==> src/rtl/multicycle_control_fsm.sv <==
// Control FSM for a multicycle RV32I datapath: sequences fetch, decode, execute and
// writeback over a shared ALU and memory port, trapping on illegal encodings or memory timeout.
module multicycle_control_fsm #(
  parameter int TIMEOUT_CYCLES = 16
) (
  input  logic       clk,
  input  logic       reset,
  input  logic [6:0] op,
  input  logic [2:0] funct3,
  input  logic       funct7b5,
  input  logic       zero,
  input  logic       mem_ready,
  output logic [2:0] imm_src,
  output logic [1:0] alu_src_a,
  output logic [1:0] alu_src_b,
  output logic [2:0] alu_control,
  output logic [1:0] result_src,
  output logic       adr_src,
  output logic       ir_write,
  output logic       pc_write,
  output logic       reg_write,
  output logic       mem_write,
  output logic       illegal,
  output logic [3:0] state
);

  localparam int CW = $clog2(TIMEOUT_CYCLES + 2);

  typedef enum logic [3:0] {
    S_FETCH    = 4'd0,
    S_DECODE   = 4'd1,
    S_MEMADR   = 4'd2,
    S_MEMREAD  = 4'd3,
    S_MEMWB    = 4'd4,
    S_MEMWRITE = 4'd5,
    S_EXECR    = 4'd6,
    S_EXECI    = 4'd7,
    S_ALUWB    = 4'd8,
    S_JAL      = 4'd9,
    S_BRANCH   = 4'd10,
    S_LUI      = 4'd11,
    S_TRAP     = 4'd12
  } state_e;

  state_e        state_q, state_d;
  logic [CW-1:0] cnt_q, cnt_d;
  logic          mem_state;
  logic          timeout;
  logic [2:0]    alu_dec;
  logic          alu_f3_ok;

  always_ff @(posedge clk or posedge reset) begin
    if (reset) begin
      state_q <= S_FETCH;
      cnt_q   <= '0;
    end else begin
      state_q <= state_d;
      cnt_q   <= cnt_d;
    end
  end

  assign mem_state = (state_q == S_FETCH) || (state_q == S_MEMREAD) || (state_q == S_MEMWRITE);
  assign timeout   = (TIMEOUT_CYCLES != 0) && (cnt_q >= CW'(TIMEOUT_CYCLES));

  always_comb begin
    alu_dec   = 3'b000;
    alu_f3_ok = 1'b1;
    case (funct3)
      3'b000:  alu_dec = (op[5] & funct7b5) ? 3'b001 : 3'b000;
      3'b010:  alu_dec = 3'b101;
      3'b110:  alu_dec = 3'b011;
      3'b111:  alu_dec = 3'b010;
      default: alu_f3_ok = 1'b0;
    endcase
  end

  always_comb begin
    state_d     = state_q;
    cnt_d       = '0;
    imm_src     = 3'b000;
    alu_src_a   = 2'b00;
    alu_src_b   = 2'b00;
    alu_control = 3'b000;
    result_src  = 2'b00;
    adr_src     = 1'b0;
    ir_write    = 1'b0;
    pc_write    = 1'b0;
    reg_write   = 1'b0;
    mem_write   = 1'b0;
    illegal     = 1'b0;

    case (op)
      7'b0100011: imm_src = 3'b001;
      7'b1100011: imm_src = 3'b010;
      7'b0110111: imm_src = 3'b011;
      7'b1101111: imm_src = 3'b100;
      default:    imm_src = 3'b000;
    endcase

    // Stall counter only runs while a memory handshake is outstanding.
    if (mem_state && !mem_ready && !timeout) cnt_d = cnt_q + CW'(1);

    case (state_q)
      S_FETCH: begin
        alu_src_b  = 2'b10;
        result_src = 2'b10;
        if (timeout) begin
          state_d = S_TRAP;
        end else if (mem_ready) begin
          ir_write = 1'b1;
          pc_write = 1'b1;
          state_d  = S_DECODE;
        end
      end
      S_DECODE: begin
        alu_src_a = 2'b01;
        alu_src_b = 2'b01;
        case (op)
          7'b0000011, 7'b0100011: state_d = S_MEMADR;
          7'b0110011:             state_d = S_EXECR;
          7'b0010011:             state_d = S_EXECI;
          7'b1100011:             state_d = (funct3[2:1] == 2'b00) ? S_BRANCH : S_TRAP;
          7'b1101111:             state_d = S_JAL;
          7'b0110111:             state_d = S_LUI;
          default:                state_d = S_TRAP;
        endcase
      end
      S_MEMADR: begin
        alu_src_a = 2'b10;
        alu_src_b = 2'b01;
        state_d   = op[5] ? S_MEMWRITE : S_MEMREAD;
      end
      S_MEMREAD: begin
        adr_src = 1'b1;
        if (timeout)        state_d = S_TRAP;
        else if (mem_ready) state_d = S_MEMWB;
      end
      S_MEMWB: begin
        result_src = 2'b01;
        reg_write  = 1'b1;
        state_d    = S_FETCH;
      end
      S_MEMWRITE: begin
        adr_src = 1'b1;
        if (timeout) begin
          state_d = S_TRAP;
        end else begin
          mem_write = 1'b1;
          if (mem_ready) state_d = S_FETCH;
        end
      end
      S_EXECR, S_EXECI: begin
        alu_src_a   = 2'b10;
        alu_src_b   = (state_q == S_EXECI) ? 2'b01 : 2'b00;
        alu_control = alu_dec;
        state_d     = alu_f3_ok ? S_ALUWB : S_TRAP;
      end
      S_ALUWB: begin
        reg_write = 1'b1;
        state_d   = S_FETCH;
      end
      S_JAL: begin
        alu_src_a = 2'b01;
        alu_src_b = 2'b10;
        pc_write  = 1'b1;
        state_d   = S_ALUWB;
      end
      S_BRANCH: begin
        alu_src_a   = 2'b10;
        alu_control = 3'b001;
        pc_write    = zero ^ funct3[0];
        state_d     = S_FETCH;
      end
      S_LUI: begin
        result_src = 2'b11;
        reg_write  = 1'b1;
        state_d    = S_FETCH;
      end
      S_TRAP: begin
        illegal = 1'b1;
      end
      default: state_d = S_TRAP;
    endcase

    if (reset) begin
      imm_src     = 3'b000;
      alu_src_a   = 2'b00;
      alu_src_b   = 2'b00;
      alu_control = 3'b000;
      result_src  = 2'b00;
      adr_src     = 1'b0;
      ir_write    = 1'b0;
      pc_write    = 1'b0;
      reg_write   = 1'b0;
      mem_write   = 1'b0;
      illegal     = 1'b0;
    end
  end

  assign state = state_q;

endmodule

==> config.mk <==
export PLATFORM = sky130hd
export DESIGN_NAME = multicycle_control_fsm
export DESIGN_NICKNAME = d
export VERILOG_FILES = /design/src/rtl/multicycle_control_fsm.sv
export SDC_FILE = /design/constraint.sdc
export NUM_CORES = 1
export LEC_CHECK = 0
export CORE_ASPECT_RATIO = 1.2
export CORE_UTILIZATION = 44
export DETAILED_ROUTE_END_ITERATION = 10
export PLACE_DENSITY = 0.83
export SYNTH_ARGS = -nofsm -noshare
export SYNTH_HDL_FRONTEND = slang
export SYNTH_SLANG_ARGS = --single-unit
==> constraint.sdc <==
create_clock -name clk -period 1.6 [get_ports clk]
set_input_delay 0.24 -clock clk [delete_from_list [all_inputs] [get_ports clk]]
set_output_delay 0.24 -clock clk [all_outputs]
set_load 0.005 [all_outputs]
==> impl_metrics.env, run 1 <==
export IMPL_status="aborted with a tool error"
export IMPL_failed_stage="4_1_cts"
export IMPL_tool_error="[ERROR DPL-0038] Utilization greater than 100%, impossible to legalize"
export IMPL_dp_hpwl_mm=2.97
export IMPL_clk_path_buf_depth=2
export IMPL_synth_cell_types=37
export IMPL_cts_sinks=9
export IMPL_postSynthCellCount=146
export IMPL_syn_avg_cell_area_um2=6.81
export IMPL_synth_nets=163
export IMPL_die_w_um=45.4
export IMPL_cts_resized=158
export IMPL_synth_warnings=0
export IMPL_ios=37
export IMPL_hold_buffers=0
export IMPL_cts_buffers=3
export IMPL_cts_root_buf="clkbuf_4"
export IMPL_post_cts_buffers=29
export IMPL_place_area_um2=1700
export IMPL_ys_ff_latch=9
export IMPL_initial_utilization_pct=47.5
export IMPL_h_tree_depth=1
export IMPL_gp_congestion=0.907
export IMPL_yosysSeqAreaShare_pct=22.6
export IMPL_die_h_um=54.1
export IMPL_netlist_area_um2=995
export IMPL_io_buffers=36
export IMPL_placementRows=18
==> metrics by stage <==
| step | utilization [%] | instances | setup slack (ps) | hold slack (ps) |
|---|---|---|---|---|
| detailed placement | 81.2 | 249 | -637 | 495 |
| global placement | 81.2 | 249 | -617 | 470 |
| floorplan | - | 146 | 22.5 | 73.5 |
==> cells by family after synthesis <==
family,after synthesis,share of synthesized area (%)
AOI/OAI and AO/OA,36,22.9
buffers and inverters,21,9.06
and+or+nand+nor,70,35.6
muxes,2,2.01
DFF,9,22.6
xor gates and xnor gates,6,5.28
adders and majority gates,2,2.52
==> Yosys cell counts <==
master	instances	share of area (%)
nor3_1	14	7.0
a21oi_1	13	6.5
and4b_1	1	1.0
nor2_1	18	6.8
o21bai_1	1	0.75
buf_6	1	1.1
nand4_1	2	1.3
xnor2_1	1	0.88
a31oi_1	3	1.9
ha_1	2	2.5
nand2_1	15	5.7
nor2b_1	2	1.3
a41oi_1	2	1.8
buf_2	3	1.5
inv_1	10	3.8
a21o_1	1	0.75
xor2_1	5	4.4
nor4b_1	1	0.88
a2bb2oi_1	2	1.8
buf_1	3	1.1
a22oi_1	1	0.75
mux2i_1	2	2.0
nand3_1	3	1.5
o211a_1	1	1.0
or4_1	3	2.3
o2111ai_1	1	0.88
nor4_1	4	2.5
nor3b_1	1	0.75
o221ai_1	1	0.88
nand2b_1	3	1.9
a221oi_1	2	1.8
o21ai_0	7	3.5
clkbuf_1	4	1.5
and2b_2	2	1.8
or4b_1	1	1.0
o22ai_1	1	0.63
dfrtp_1	9	23
==> inputs of run 2 (changes only) <==
--- a/config.mk
+++ b/config.mk
@@ -5,10 +5,10 @@
 export SDC_FILE = /design/constraint.sdc
 export NUM_CORES = 1
 export LEC_CHECK = 0
-export CORE_ASPECT_RATIO = 1.2
-export CORE_UTILIZATION = 44
+export CORE_AREA = 2 2 63 65
 export DETAILED_ROUTE_END_ITERATION = 10
-export PLACE_DENSITY = 0.83
+export DIE_AREA = 0 0 65 67
+export PLACE_DENSITY_LB_ADDON = 0.15
 export SYNTH_ARGS = -nofsm -noshare
 export SYNTH_HDL_FRONTEND = slang
 export SYNTH_SLANG_ARGS = --single-unit
==> run 2 against run 1 <==
The flow now finishes, with violations (negative setup slack). Synthesized cell count unchanged. Synthesized area unchanged.
==> impl_metrics.env, run 2 <==
export IMPL_async_flop_share_pct=100
export IMPL_powerDensity_nw_per_um2=1480
export IMPL_cts_sinks=9
export IMPL_violations="negative setup slack"
export IMPL_cts_tree="built"
export IMPL_finalCriticalPeriod_ps=1710
export IMPL_gp_congestion=0.862
export IMPL_synth_top_area_cell="dfrtp_1"
export IMPL_ios=37
export IMPL_grt_max_degree=11
export IMPL_drt_antenna_violating_nets=0
export IMPL_regToRegEndpoint="cnt_q[3]"
export IMPL_grt_pass1_wl_mm=6.18
export IMPL_drtIter0Drc=40
export IMPL_h_tree_depth=1
export IMPL_io_buffers=36
export IMPL_drv_slew=0
export IMPL_synth_nets=163
export IMPL_hold_buffers=0
export IMPL_drive_gt1_share_pct=61.9
export IMPL_synth_warnings=0
export IMPL_insertion_delay_ps=230
export IMPL_cts_root_buf="clkbuf_8"
export IMPL_ir_drop_v=0.000600
export IMPL_finalHoldViolCount=0
export IMPL_die_w_um=65
export IMPL_core_area_um2=3610
export IMPL_cts_buffers=3
export IMPL_vias_per_cell=4.90
export IMPL_layout_common_cells="56 x buf_4, 16 x buf_2, 11 x nand2_1, 10 x buf_6, 9 x nor2_1"
export IMPL_synth_edf_count=0
export IMPL_rsz0062_at_grt="yes"
export IMPL_clk_path_buf_depth=2
export IMPL_max_freq_ghz=0.585
export IMPL_hp_class="input pin to async pin"
export IMPL_ys_top_cells_by_area="dfrtp_1 23%, nor3_1 7.0%, nor2_1 6.8%"
export IMPL_maxCapViolations=0
export IMPL_fin_ws_ps=-109
export IMPL_worstMarginPinSlew_ps=347
export IMPL_ff2ff_setup_slack_ps=-40
export IMPL_syn_avg_cell_area_um2=6.81
export IMPL_drcViolationCount=0
export IMPL_grt_total_usage_pct=18.2
export IMPL_avgRoutedWirePerCell_um=13.5
export IMPL_dp_hpwl_mm=2.86
export IMPL_p_leak_nw=1.01
export IMPL_critPathMaxFanout=5
export IMPL_drt_pass1_iter_count=4
export IMPL_ys_ff_latch=9
export IMPL_die_area_um2=4360
export IMPL_multi_input_area_um2=946
export IMPL_initial_utilization_pct=27.6
export IMPL_synth_ff_type="dfrtp_1"
export IMPL_crit_arrival_ps=1470
export IMPL_synthTopCellsByCount="18 x nor2_1, 15 x nand2_1, 14 x nor3_1"
export IMPL_cp_start_kind="register"
export IMPL_place_area_um2=1750
export IMPL_gr_total_overflow=0
export IMPL_worstSetupEndpoint="adr_src"
export IMPL_setup_viol=14
export IMPL_placementRows=22
export IMPL_worst_setup_path_end_kind="output pin"
export IMPL_crit_path_start="state[2]"
export IMPL_wl_mm=3.95
export IMPL_place_ws_ps=-630
export IMPL_area_growth_pct=117
export IMPL_synth_top_cell_area_share_pct=22.6
export IMPL_regArea_um2=230
export IMPL_skew_ps=1.10
export IMPL_yosysSeqAreaShare_pct=22.6
export IMPL_fin_area_um2=2160
export IMPL_largest_reg_flops=5
export IMPL_relSlewSlack_pct=76.6
export IMPL_crit_type="register to output pin"
export IMPL_r2r_cells=6
export IMPL_diodes=0
export IMPL_layout_commonest_cell="buf_4"
export IMPL_yosys_cell_count_top_type="nor2_1"
export IMPL_die_h_um=67
export IMPL_postSynthCellCount=146
export IMPL_regMostFlops="cnt_q"
export IMPL_min_period_over_period_pct=107
export IMPL_synth_cell_types=37
export IMPL_clkTransAtPathRegs_ps=40
export IMPL_netlist_area_um2=995
export IMPL_via_count=1432
export IMPL_nets=262
export IMPL_r2r_start="state[2]"
export IMPL_critPathRequiredTime_ps=1360
export IMPL_antenna_found_initial=0
export IMPL_grt_pass1_vias=1423
export IMPL_fill_cells=341
export IMPL_status="finished with violations"
-- run 2: cell counts after synthesis --
Identical to the previous run, type by type.
-- run 2: critical path: stages, from the launching register on --
cell and delay [ps]:
dfrtp_2 460, buf_6 160, xor2_4 190, inv_2 70, nor4b_2 210, buf_2 150
-- run 2: per-layer routing --
| layer | vias to the layer above | share of wire [%] | GRT usage (%) |
|---|---|---|---|
| li1 | 721 | - | - |
| met1 | 680 | 45 | 22.6 |
| met4 | 0 | 0.99 | 6.91 |
| met3 | 6 | 2.6 | 1.52 |
| met5 | - | 0 | 0 |
| met2 | 25 | 51 | 32.3 |
-- run 2: cell families (layout without fill, tap and decap cells) --
family | Yosys count | in the layout | share of synthesized area [%]
DFF | 9 | 9 | 22.6
adders and majority gates | 2 | 2 | 2.52
AOI/OAI and AO/OA | 36 | 36 | 22.9
xor gates and xnor gates | 6 | 6 | 5.28
buffers and inverters | 21 | 119 | 9.06
muxes | 2 | 2 | 2.01
and+or+nand+nor | 70 | 70 | 35.6
-- run 2: where the power goes --
group          switching (W)  total, W  internal [W]
clock              0.0000907  0.000260      0.000170
combinational        0.00119   0.00253       0.00135
sequential         0.0000988  0.000399      0.000300
total                0.00138   0.00319       0.00182
-- run 2: through the flow --
| step | total power, W | utilization (%) | std cells | hold slack [ps] | setup TNS, ps |
|---|---|---|---|---|---|
| global route | 0.00342 | 59.8 | 292 | 391 | -1590 |
| floorplan | 0.00113 | - | 146 | 73.5 | 0 |
| detailed placement | 0.00210 | 48.5 | 269 | 495 | -9320 |
| global placement | 0.00207 | 48.5 | 269 | 477 | -9170 |
| CTS | 0.00276 | 55.0 | 289 | 345 | -803 |
| finish | 0.00319 | 59.8 | 292 | 359 | -591 |
-- run 2: how the worst min path moves through the flow --
stage | slack (ps) | to | start | depth (start not counted)
finish | 360 | state[3] | reset | 4
global route | 390 | cnt_q[2] | reset | 4
global placement | 480 | cnt_q[0] | cnt_q[0] | 1
CTS | 350 | cnt_q[2] | reset | 4
floorplan | 70 | cnt_q[0] | reset | 1
detailed placement | 500 | cnt_q[0] | cnt_q[0] | 1
-- run 2: area by class of cell --
| cell class | instances | share of cell area (%) |
|---|---|---|
| Multi-Input combinational cell | 116 | 43.9 |
| Timing Repair Buffer | 105 | 38.4 |
| Sequential cell | 9 | 10.7 |
| Tap cell | 48 | 2.79 |
| Inverter | 10 | 2.09 |
| Clock buffer | 3 | 1.92 |
| Clock inverter | 1 | 0.232 |
-- run 2: repair_timing --
action / 4_1_cts / 5_1_grt
endpoints found under the setup margin: 29 / 23
pin swaps: 25 / 16
gates resized for setup: 123 / 53
buffers inserted: 16 / 3
Note: power is estimated with default switching activity, not from simulation.
==> inputs of run 3 (changes only) <==
--- a/config.mk
+++ b/config.mk
@@ -5,6 +5,7 @@
 export SDC_FILE = /design/constraint.sdc
 export NUM_CORES = 1
 export LEC_CHECK = 0
+export ABC_AREA = 1
 export CORE_AREA = 2 2 63 65
 export DETAILED_ROUTE_END_ITERATION = 10
 export DIE_AREA = 0 0 65 67
==> run 3 against run 2 <==
The flow still finishes with violations (negative setup slack). Design area decreased by 15%. Setup slack got worse by 79 ps. Combinational power decreased by 96%. Non-clock buffer count decreased by 21.
==> impl_metrics.env, run 3 <==
export IMPL_status="finished with violations"
export IMPL_violations="negative setup slack"
export IMPL_hp_class="input pin to async pin"
export IMPL_met3_usage_pct=2.03
export IMPL_intPower_w=0.000458
export IMPL_place_ws_ps=-524
export IMPL_p_leak_nw=0.947
export IMPL_finalHoldViolCount=0
export IMPL_powerDensity_nw_per_um2=331
export IMPL_ys_top_cells_by_area="dfrtp_1 25%, nor2_1 12%, nand2_1 12%"
export IMPL_async_flop_share_pct=100
export IMPL_crit_type="register to output pin"
export IMPL_skew_ps=4.37
export IMPL_clkTransAtPathRegs_ps=50
export IMPL_relSlewSlack_pct=82.9
export IMPL_vias_per_cell=4.47
export IMPL_syn_avg_cell_area_um2=6.12
export IMPL_cts_sinks=9
export IMPL_drcViolationCount=0
export IMPL_rsz0062_at_grt="yes"
export IMPL_ir_drop_v=0.000219
export IMPL_placementRows=22
export IMPL_drv_slew=0
export IMPL_pwr_share_comb_pct=18.7
export IMPL_cts_root_buf="clkbuf_8"
export IMPL_setup_viol=16
export IMPL_gr_total_overflow=0
export IMPL_drtIter0Drc=20
export IMPL_regToRegEndpoint="state[2]"
export IMPL_synth_cell_types=27
export IMPL_h_tree_depth=1
export IMPL_synth_warnings=0
export IMPL_crit_chain="buf_6 > nor2_4 > buf_4 > inv_1 > nor2_2 > o21ai_1 > inv_1 > dlygate4sd2_1"
export IMPL_power_total_w=0.000602
export IMPL_synth_edf_count=0
export IMPL_synth_ff_type="dfrtp_1"
export IMPL_yosysSeqAreaShare_pct=24.7
export IMPL_ys_ff_latch=9
export IMPL_postSynthCellCount=149
export IMPL_synth_nets=166
export IMPL_min_period_over_period_pct=112
export IMPL_die_h_um=67
export IMPL_crit_arrival_ps=1550
export IMPL_cp_start_kind="register"
export IMPL_initial_utilization_pct=25.3
export IMPL_worstMarginPinSlew_ps=256
export IMPL_cts_tree="built"
export IMPL_ff2ff_setup_slack_ps=-10
export IMPL_grt_total_usage_pct=15.5
export IMPL_synth_top_area_cell="dfrtp_1"
export IMPL_critPathRequiredTime_ps=1360
export IMPL_regMostFlops="cnt_q"
export IMPL_setup_tns_ps=-1090
export IMPL_drive_gt1_share_pct=44.3
export IMPL_critPathMaxFanout=3
export IMPL_die_area_um2=4360
export IMPL_nets=253
export IMPL_area_growth_pct=99.7
export IMPL_synth_top_cell_area_share_pct=24.7
export IMPL_clock_power_share_pct=43.4
export IMPL_grt_pass1_wl_mm=5.28
export IMPL_layout_common_cells="40 x buf_4, 23 x nand2_1, 23 x nor2_1, 21 x inv_1, 12 x nand3_1"
export IMPL_avgRoutedWirePerCell_um=11.2
export IMPL_worst_setup_path_end_kind="output pin"
export IMPL_r2r_start="state[2]"
export IMPL_pwr_share_seq_pct=37.9
export IMPL_die_w_um=65
export IMPL_use_met1_pct=16.5
export IMPL_grt_busiest_layer="met2"
export IMPL_fin_area_um2=1820
export IMPL_ios=37
export IMPL_wl_mm=3.17
export IMPL_cts_buffers=3
export IMPL_crit_top_cell="inv_1"
export IMPL_yosys_cell_count_top_type="nor2_1"
export IMPL_place_area_um2=1570
export IMPL_io_buffers=36
export IMPL_netlist_area_um2=912
export IMPL_core_area_um2=3610
export IMPL_antenna_found_initial=0
export IMPL_slowest_stage="dfrtp_2"
export IMPL_maxCapViolations=0
export IMPL_clk_path_buf_depth=2
export IMPL_drt_pass1_iter_count=4
export IMPL_largest_reg_flops=5
export IMPL_slowest_delay_ps=420
export IMPL_p_sw_w=0.000144
export IMPL_finalCriticalPeriod_ps=1790
export IMPL_layout_commonest_cell="buf_4"
export IMPL_grt_max_degree=16
export IMPL_max_freq_ghz=0.559
export IMPL_via_count=1265
export IMPL_insertion_delay_ps=230
export IMPL_synthTopCellsByCount="30 x nor2_1, 28 x nand2_1, 22 x inv_1"
export IMPL_grt_met2_usage_pct=31.4
export IMPL_grt_pass1_vias=1237
export IMPL_r2r_cells=12
export IMPL_dp_hpwl_mm=2.39
export IMPL_gp_congestion=0.813
export IMPL_hold_buffers=0
export IMPL_diodes=0
export IMPL_fin_ws_ps=-188
export IMPL_switching_share_pct=23.9
export IMPL_drt_antenna_violating_nets=0
[run 3: cell count changes in the layout (fill, tap and decap cells not counted), sizes merged, moves of 5 or more]
cell | before | now
nand3 | 3 | 14
a21oi | 13 | 8
nor2 | 18 | 34
nand2 | 15 | 32
dlymetal6s2s | 1 | 6
inv | 10 | 24
nor3 | 14 | 3
buf | 85 | 59
[run 3: power groups by stage]
stage	Combinational [W]	Clock (W)	Sequential, W
after floorplan	0.0000340	0	0.000232
after global placement	0.000105	0	0.000232
after detailed placement	0.000108	0	0.000232
after CTS	0.000111	0.000270	0.000228
after global routing	0.000123	0.000288	0.000228
final	0.000113	0.000261	0.000228
[run 3: what timing repair did]
action	CTS	global route
pin swaps	15	8
buffers inserted	15	4
gates resized for setup	90	21
endpoints found under the hold margin	0	0
endpoints found under the setup margin	19	18
[run 3: per-layer routing]
metal,up-vias,routed length [um]
met1,578,1260
met5,-,0
li1,653,-
met3,4,131
met2,30,1750
met4,0,26
[run 3: worst max path at each step]
| stage | start | endpoint | slack, ps | cells after the start |
|---|---|---|---|---|
| floorplan | state[3] | pc_write | 220 | 6 |
| global placement | op[5] | imm_src[1] | -440 | 8 |
| detailed placement | op[5] | imm_src[1] | -520 | 8 |
| CTS | state[1] | result_src[0] | -170 | 7 |
| global route | state[1] | pc_write | -270 | 8 |
| finish | state[2] | alu_src_b[0] | -190 | 8 |
[run 3: cell type report]
type / instances / area [um2]
multi-input cells: 114 / 701
repair buffers: 84 / 696
flip-flops and latches: 9 / 230
inverters: 24 / 90.1
well taps: 48 / 60.1
clock buffers: 4 / 45.0
fillers: 359 / 1780
[run 3: critical path: cells and delay by family, from the launching register on]
kind | cells | cell delay, ps
compound gates | 1 | 90
flops | 1 | 420
simple gates | 2 | 240
buf+inv | 5 | 570
[run 3: metrics by stage]
stage	hold slack, ps	std cells	utilization [%]
3_3_place_gp	474	264	43.4
2_1_floorplan	82.0	149	-
6_report	401	283	50.5
5_1_grt	437	283	50.5
4_1_cts	408	279	48.8
3_5_place_dp	489	264	43.4
[run 3: kinds of logic (layout without fill, tap and decap cells)]
family / count (synthesis) / in the layout / share of synthesized area, %
xor+xnor: 3 / 3 / 2.88
compound gates: 22 / 22 / 13.7
fa+ha+maj: 2 / 2 / 2.74
flops: 9 / 9 / 24.7
buf+inv: 26 / 112 / 11.5
simple gates: 87 / 87 / 44.4
==> inputs of run 4 (changes only) <==
--- a/config.mk
+++ b/config.mk
@@ -9,7 +9,8 @@
 export CORE_AREA = 2 2 63 65
 export DETAILED_ROUTE_END_ITERATION = 10
 export DIE_AREA = 0 0 65 67
-export PLACE_DENSITY_LB_ADDON = 0.15
+export PLACE_DENSITY = 0.56
+export REMOVE_ABC_BUFFERS = 1
 export SYNTH_ARGS = -nofsm -noshare
 export SYNTH_HDL_FRONTEND = slang
 export SYNTH_SLANG_ARGS = --single-unit
==> run 4 against run 3 <==
Fmax rose by 3.9%. Via count increased by 2.9%. Cell count is 3.2% higher. Register-to-register slack better by 60 ps. Setup slack better by 68 ps. The flow still finishes with violations (negative setup slack).
==> impl_metrics.env, run 4 (synthesis gave the netlist of run 3 again) <==
export IMPL_status="finished with violations"
export IMPL_violations="negative setup slack"
export IMPL_avgRoutedWirePerCell_um=11.7
export IMPL_h_tree_depth=1
export IMPL_core_area_um2=3610
export IMPL_regMostFlops="cnt_q"
export IMPL_place_area_um2=1610
export IMPL_crit_type="register to output pin"
export IMPL_die_h_um=67
export IMPL_critPathMaxFanout=3
export IMPL_clkTransAtPathRegs_ps=40
export IMPL_grt_total_usage_pct=16.1
export IMPL_grt_pass1_vias=1224
export IMPL_largest_reg_flops=5
export IMPL_crit_chain="nor2_4 > nand2_2 > nor3b_4 > buf_4 > nor2_2 > nor2_1 > buf_2"
export IMPL_relSlewSlack_pct=73.5
export IMPL_layout_common_cells="47 x buf_4, 24 x nand2_1, 20 x nor2_1, 19 x inv_1, 15 x buf_2"
export IMPL_cpLargestDelayFamily="simple AND/OR/NAND/NOR gates"
export IMPL_finalHoldViolCount=0
export IMPL_ff2ff_setup_slack_ps=50
export IMPL_nets=262
export IMPL_powerDensity_nw_per_um2=321
export IMPL_drtIter0Drc=41
export IMPL_gp_congestion=0.815
export IMPL_cts_tree="built"
export IMPL_setup_tns_ps=-641
export IMPL_layout_commonest_cell="buf_4"
export IMPL_die_area_um2=4360
export IMPL_fin_ws_ps=-120
export IMPL_place_ws_ps=-552
export IMPL_critPathRequiredTime_ps=1360
export IMPL_antenna_found_initial=0
export IMPL_crit_arrival_ps=1480
export IMPL_area_growth_pct=109
export IMPL_drive_gt1_share_pct=49.6
export IMPL_setup_viol=11
export IMPL_io_buffers=36
export IMPL_clk_path_buf_depth=2
export IMPL_via_count=1302
export IMPL_hp_class="input pin to async pin"
export IMPL_drt_antenna_violating_nets=0
export IMPL_multi_input_area_um2=728
export IMPL_min_period_over_period_pct=108
export IMPL_cts_root_buf="clkbuf_8"
export IMPL_r2r_cells=7
export IMPL_max_freq_ghz=0.581
export IMPL_initial_utilization_pct=25.3
export IMPL_ios=37
export IMPL_vias_per_cell=4.46
export IMPL_placementRows=22
export IMPL_cp_start_kind="register"
export IMPL_grt_pass1_wl_mm=5.44
export IMPL_hold_ws_ps=327
export IMPL_slowest_stage="dfrtp_2"
export IMPL_ir_drop_v=0.000205
export IMPL_wl_met3_um=141
export IMPL_worst_setup_path_end_kind="output pin"
export IMPL_top_layer="met4"
export IMPL_fin_area_um2=1900
export IMPL_met2_length_mm=1.73
export IMPL_grt_max_degree=15
export IMPL_drcViolationCount=0
export IMPL_worst_path_buf_inv=2
export IMPL_cts_buffers=3
export IMPL_rsz0062_at_grt="yes"
export IMPL_drt_met1_wl_mm=1.44
export IMPL_slowest_delay_ps=430
export IMPL_power_total_w=0.000612
export IMPL_maxCapViolations=0
export IMPL_fill_cells=360
export IMPL_finalCriticalPeriod_ps=1720
export IMPL_drv_slew=0
export IMPL_p_leak_nw=0.957
export IMPL_worstMarginPinSlew_ps=397
export IMPL_cts_sinks=9
export IMPL_drt_pass1_iter_count=4
export IMPL_wl_mm=3.43
export IMPL_regToRegEndpoint="state[0]"
export IMPL_insertion_delay_ps=230
export IMPL_die_w_um=65
export IMPL_regArea_um2=230
export IMPL_gr_total_overflow=0
export IMPL_r2r_start="state[2]"
export IMPL_dp_hpwl_mm=2.35
export IMPL_skew_ps=0.591
export IMPL_diodes=0
run 4: cell count changes in the layout (fill, tap and decap cells not counted), moves of 3 or more:
| cell | delta |
|---|---|
| dlymetal6s2s_1 | -3 |
| nor2_1 | -3 |
| buf_2 | +4 |
| buf_4 | +7 |
run 4: worst max path at each step:
stage | end | slack [ps] | cells past startpoint | startpoint
6_report | pc_write | -120 | 7 | state[2]
5_1_grt | pc_write | -200 | 7 | state[0]
4_1_cts | pc_write | -160 | 7 | state[3]
3_5_place_dp | imm_src[1] | -550 | 8 | op[5]
3_3_place_gp | imm_src[1] | -500 | 8 | op[5]
2_1_floorplan | pc_write | 230 | 5 | state[3]
run 4: per-layer routing:
layer | GRT usage, % | vias to the layer above
met3 | 2.03 | 13
met2 | 28.0 | 36
met5 | 0 | -
met4 | 8.24 | 0
li1 | - | 666
met1 | 19.5 | 587
run 4: area by class of cell:
class | instances | share of cell area [%]
Tap cell | 48 | 3.15
Sequential cell | 9 | 12.1
Timing Repair Buffer | 93 | 39.3
Inverter | 24 | 4.86
Clock buffer | 4 | 2.37
Multi-Input combinational cell | 114 | 38.2
run 4: power breakdown:
| group | internal, W | leakage, nW | total (W) | switching [W] |
|---|---|---|---|---|
| Clock | 0.000174 | 0.0228 | 0.000264 | 0.0000905 |
| Combinational | 0.0000633 | 0.823 | 0.000119 | 0.0000560 |
| Sequential | 0.000228 | 0.111 | 0.000228 | 0 |
| Total | 0.000465 | 0.957 | 0.000612 | 0.000146 |
run 4: worst reg2reg max path, cell delays in order (launching register included):
cell and delay [ps]:
dfrtp_2 430, nor2_4 150, nand2_2 100, buf_6 130
buf_4 140, o22ai_1 340, a21oi_4 50, o21ai_2 140
run 4: what timing repair did:
| item | in CTS | in global routing |
|---|---|---|
| pin swaps | 16 | 11 |
| hold buffers | 0 | 0 |
| setup endpoints to repair | 19 | 23 |
| resized for setup | 119 | 14 |
| buffers inserted | 14 | 8 |
run 4: per-stage QoR:
stage                     utilization, %  cells
after floorplan                        -    147
after global placement              44.7    270
after detailed placement            44.7    270
after CTS                           50.9    288
after global routing                52.8    292
final                               52.8    292
